`src/rtl/operand_fetch.sv`:
```
// Operand-fetch stage: register file, pending-write scoreboard, RAW stall and a registered
// bundle for the ALU. Define OPFETCH_BYPASS_EN to forward same-cycle writebacks to the sources.
module operand_fetch #(
  parameter int unsigned WIDTH    = 32,
  parameter int unsigned NUM_REGS = 32,
  parameter int unsigned ADDR_W   = 5
) (
  input  logic              clk,
  input  logic              rst,
  input  logic              in_valid,
  output logic              in_ready,
  input  logic [4:0]        in_opcode,
  input  logic [2:0]        in_cc,
  input  logic [ADDR_W-1:0] in_rd,
  input  logic [ADDR_W-1:0] in_rs_a,
  input  logic [ADDR_W-1:0] in_rs_b,
  input  logic              in_use_imm,
  input  logic [WIDTH-1:0]  in_imm,
  output logic              out_valid,
  input  logic              out_ready,
  output logic [4:0]        out_opcode,
  output logic [2:0]        out_cc,
  output logic [ADDR_W-1:0] out_rd,
  output logic [WIDTH-1:0]  out_data_a,
  output logic [WIDTH-1:0]  out_data_b,
  input  logic              wb_en,
  input  logic [ADDR_W-1:0] wb_rd,
  input  logic [WIDTH-1:0]  wb_data
);

  logic [WIDTH-1:0]    rf_q [NUM_REGS];
  logic [NUM_REGS-1:0] pending_q;

  logic             byp_a, byp_b;
  logic             haz_a, haz_b;
  logic             accept;
  logic [WIDTH-1:0] rf_a, rf_b;
  logic [WIDTH-1:0] opnd_a, opnd_b;

  always_comb begin
    rf_a = (in_rs_a == '0) ? '0 : rf_q[in_rs_a];
    rf_b = (in_rs_b == '0) ? '0 : rf_q[in_rs_b];
`ifdef OPFETCH_BYPASS_EN
    byp_a = wb_en && (wb_rd == in_rs_a) && (in_rs_a != '0);
    byp_b = wb_en && (wb_rd == in_rs_b) && (in_rs_b != '0);
`else
    byp_a = 1'b0;
    byp_b = 1'b0;
`endif
    opnd_a = byp_a ? wb_data : rf_a;
    opnd_b = in_use_imm ? in_imm : (byp_b ? wb_data : rf_b);
    haz_a  = (in_rs_a != '0) && pending_q[in_rs_a] && !byp_a;
    haz_b  = !in_use_imm && (in_rs_b != '0) && pending_q[in_rs_b] && !byp_b;
  end

  assign in_ready = !rst && (!out_valid || out_ready) && !(haz_a || haz_b);
  assign accept   = in_valid && in_ready;

  always_ff @(posedge clk) begin
    if (rst) begin
      for (int i = 0; i < int'(NUM_REGS); i++) begin
        rf_q[i] <= '0;
      end
    end else if (wb_en && (wb_rd != '0)) begin
      rf_q[wb_rd] <= wb_data;
    end
  end

  // A newly accepted writer takes priority over the older writer retiring on the same edge.
  always_ff @(posedge clk) begin
    if (rst) begin
      pending_q <= '0;
    end else begin
      pending_q[0] <= 1'b0;
      for (int i = 1; i < int'(NUM_REGS); i++) begin
        if (accept && (in_rd == ADDR_W'(i))) begin
          pending_q[i] <= 1'b1;
        end else if (wb_en && (wb_rd == ADDR_W'(i))) begin
          pending_q[i] <= 1'b0;
        end
      end
    end
  end

  always_ff @(posedge clk) begin
    if (rst) begin
      out_valid  <= 1'b0;
      out_opcode <= '0;
      out_cc     <= '0;
      out_rd     <= '0;
      out_data_a <= '0;
      out_data_b <= '0;
    end else if (accept) begin
      out_valid  <= 1'b1;
      out_opcode <= in_opcode;
      out_cc     <= in_cc;
      out_rd     <= in_rd;
      out_data_a <= opnd_a;
      out_data_b <= opnd_b;
    end else if (out_ready) begin
      out_valid  <= 1'b0;
    end
  end

endmodule

```
`config.mk`:
```
export PLATFORM = sky130hd
export DESIGN_NAME = operand_fetch
export DESIGN_NICKNAME = d
export VERILOG_FILES = /design/src/rtl/operand_fetch.sv
export SDC_FILE = /design/constraint.sdc
export NUM_CORES = 2
export LEC_CHECK = 0
export CAP_MARGIN = 20
export CORE_MARGIN = 2
export CORE_UTILIZATION = 50
export DETAILED_ROUTE_END_ITERATION = 10
export PLACE_DENSITY = 0.79
export SLEW_MARGIN = 20
export SYNTH_ARGS = -nofsm -noshare
export SYNTH_HDL_FRONTEND = slang
export SYNTH_SLANG_ARGS = --single-unit
```
`constraint.sdc`:
```
create_clock -name clk -period 3.6 [get_ports clk]
set_input_delay 0.54 -clock clk [delete_from_list [all_inputs] [get_ports clk]]
set_output_delay 0.54 -clock clk [all_outputs]
set_load 0.01 [all_outputs]
```
==> reports/qor.yml <==
run_status:
  run_status: "completed"
synthesis:
  synth.area.top_cells: "edfxtp_1 52%, mux4_2 22%, and2_1 10%, dfxtp_1 3.7%, clkbuf_1 2.1%"
  synth-main-ff-cell: "edfxtp_1"
  syn_inst: 3914
  synthesis.area_um2: 59200
  ys_seq_elements: 1133
  yosys.area.top_type: "edfxtp_1"
  postSynth.asyncResetShare_pct: 0
  synth_area_per_cell_um2: 15.1
  ys_seq_area_share_pct: 55.6
  netlist-cell-type-count: 45
  synth_edf_count: 1024
  yosys_warnings: 0
  synth_top_area_share_pct: 51.9
global_routing:
  antenna_found_initial: 18
  grt_first_pass_wirelength_um: 274000
  grt_max_degree: 130
  grt_pass1_vias: 38672
  grt_use_total_pct: 31.7
  grt-ovfl-total: 0
die:
  core_um2: 118000
  rows: 126
  die_x_um: 348
  initial_core_util_pct: 50.3
  die-area_um2: 121000
  die_y_um: 348
  io_pins: 177
placed_design:
  place_hpwl_um: 115000
  place_congestion: 0.990
  io_buffers: 176
  dp.cells: 5419
route:
  via_per_inst: 6.86
  post_drt_wl_per_cell_um: 34.1
  drc: 0
  wirelength_um: 192000
  drt_iter0_drc: 6539
  num_vias: 38739
  drt.antenna.violating_nets: 0
  detail_route.first_pass.iterations: 6
critical_path:
  slowest_stage: "mux4_2"
  endpoint_kind: "output pin"
  startpoint_type: "flop"
  path_class: "reg -> out"
  worst-path-max-fanout: 3
  crit_arrival_ns: 2.80
  crit_required_ns: 3.06
  startpoint: "pending_q[23]"
  max_stage_delay_ns: 0.48
  r2r_start: "pending_q[23]"
  crit_chain: "mux4_2, nand2b_1, a41oi_1, a21oi_1, or3_1, inv_1, dlygate4sd2_1"
min_path:
  hp-start: "rst"
  hp-class: "in -> reg"
final_layout:
  fillers: 8755
  mostFrequentLayoutCells: "1,024 x edfxtp_1, 994 x and2_1, 585 x mux4_2"
  area_growth_pct: 14.1
  nNetsFinal: 4098
  finalNonFillerCells: 5644
  drive_above_1_share_pct: 26.0
  final_common_cell: "edfxtp_1"
  seq_area_um2: 32900
  multi_input_area_um2: 25000
run:
  cap_viol_max_count: 0
cts:
  cts_tree: "yes"
  clkSinkCount: 1133
  insertion_delay_ns: 0.73
  post_cts_buffers: 0
  clk_pin_slew_ns: 0.06
  cts_buffers: 114
  cts_max_path_buffers: 3
  cts_root_buf: "clkbuf_16"
  h-tree-depth: 3
power_and_ir_drop:
  vdd_drop_max_mv: 0.436
  cellLeakagePower_nw: 23.2
  power.density_nw_per_um2: 473
sta:
  period_needed_ns: 3.34
  min_period_over_period_pct: 92.7
  rsz0062_at_grt: "no"
  final.setup.tns_ns: 0
  slew_violations: 0
  holdWs_ns: 0.184
  skew_ns: 0.0491
  hold_viol_final: 0
  fmax_ghz: 0.300
  worstMarginPinSlew_ns: 1.16
  setup_viol: 0
  slew_headroom_pct: 22.4
## registers in the layout (all words and copies together), names as in the netlist
| name | cells |
|---|---|
| out_data_a | 32 |
| pending_q | 31 |
| out_opcode | 5 |
| out_cc | 3 |
| out_valid | 1 |
| out_data_b | 32 |
| out_rd | 5 |
| rf_q | 1024 |
## cells in the mapped netlist, drive strengths merged (2+ instances only)
library cell	instances
nor2b	77
o21bai	12
a22oi	38
nor3b	3
a31o	3
edfxtp	1024
a21oi	71
mux2i	107
nand3	13
o2111ai	61
nand2	144
clkbuf	326
nand2b	71
nand4	2
o31ai	15
nor3	3
inv	18
o32ai	16
o21ai	19
nor2	41
or2	15
and2	994
a22o	2
nand3b	3
mux2	46
buf	83
dfxtp	109
mux4	585
o211ai	2
## path summary, 6_finish.rpt
| check | to | slack (ns) | cells past startpoint |
|---|---|---|---|
| worst max register to register | out_cc[1] | 0.90 | 7 |
| worst max-delay path | in_ready | 0.26 | 7 |
| worst min register to register | out_data_a[23] | 0.48 | 2 |
| worst min-delay path | out_valid | 0.18 | 2 |
## report_power, final
part / internal (mW) / switching, mW
clock: 7.24 / 5.23
sequential: 15.1 / 0.449
combinational: 1.83 / 2.17
total: 24.1 / 7.84
## kinds of logic after synthesis
logic type	share of synthesized area (%)
compound gates	2.91
buf+inv	2.89
flops	55.6
mux	24.9
other cells	0.00633
simple gates	13.7
## what timing repair did
item | in CTS | in global routing
endpoints found under the setup margin | 1 | 0
hold buffers | 0 | 0
resized for setup | 1 | 0
## critical path, delay by kind of cell, from the launching register on
family	cells	cell delay, ns
mux	1	0.48
buf+inv	2	0.34
flops	1	0.36
simple gates	2	0.56
compound gates	2	0.35
## final cells by class
cell class | count | share of cell area (%)
timing repair buffer | 348 | 5.46
multi-input combinational | 2385 | 37.1
tap | 1536 | 2.84
clock buffer | 149 | 4.60
antenna | 8 | 0.0296
clock inverter | 67 | 1.19
inverter | 18 | 0.102
sequential | 1133 | 48.7
## metrics by stage
step | util (%) | cell area, um^2 | worst slack (ns) | power (mW)
after CTS | 57.4 | 67600 | 0.264 | 31.9
after floorplan | - | 59400 | 0.374 | 17.9
final | 57.4 | 67600 | 0.262 | 32.0
after detailed placement | 54.1 | 63700 | 0.213 | 19.6
after global routing | 57.4 | 67600 | 0.194 | 32.6
after global placement | 54.1 | 63700 | 0.200 | 19.5
## layer usage
metal / global-route usage, % / wire length (um)
met4: 15.9 / 11500
met2: 47.0 / 85300
met1: 41.8 / 66100
met5: 0 / 86
met3: 10.7 / 29500
Note: power is estimated with default switching activity, not from simulation.
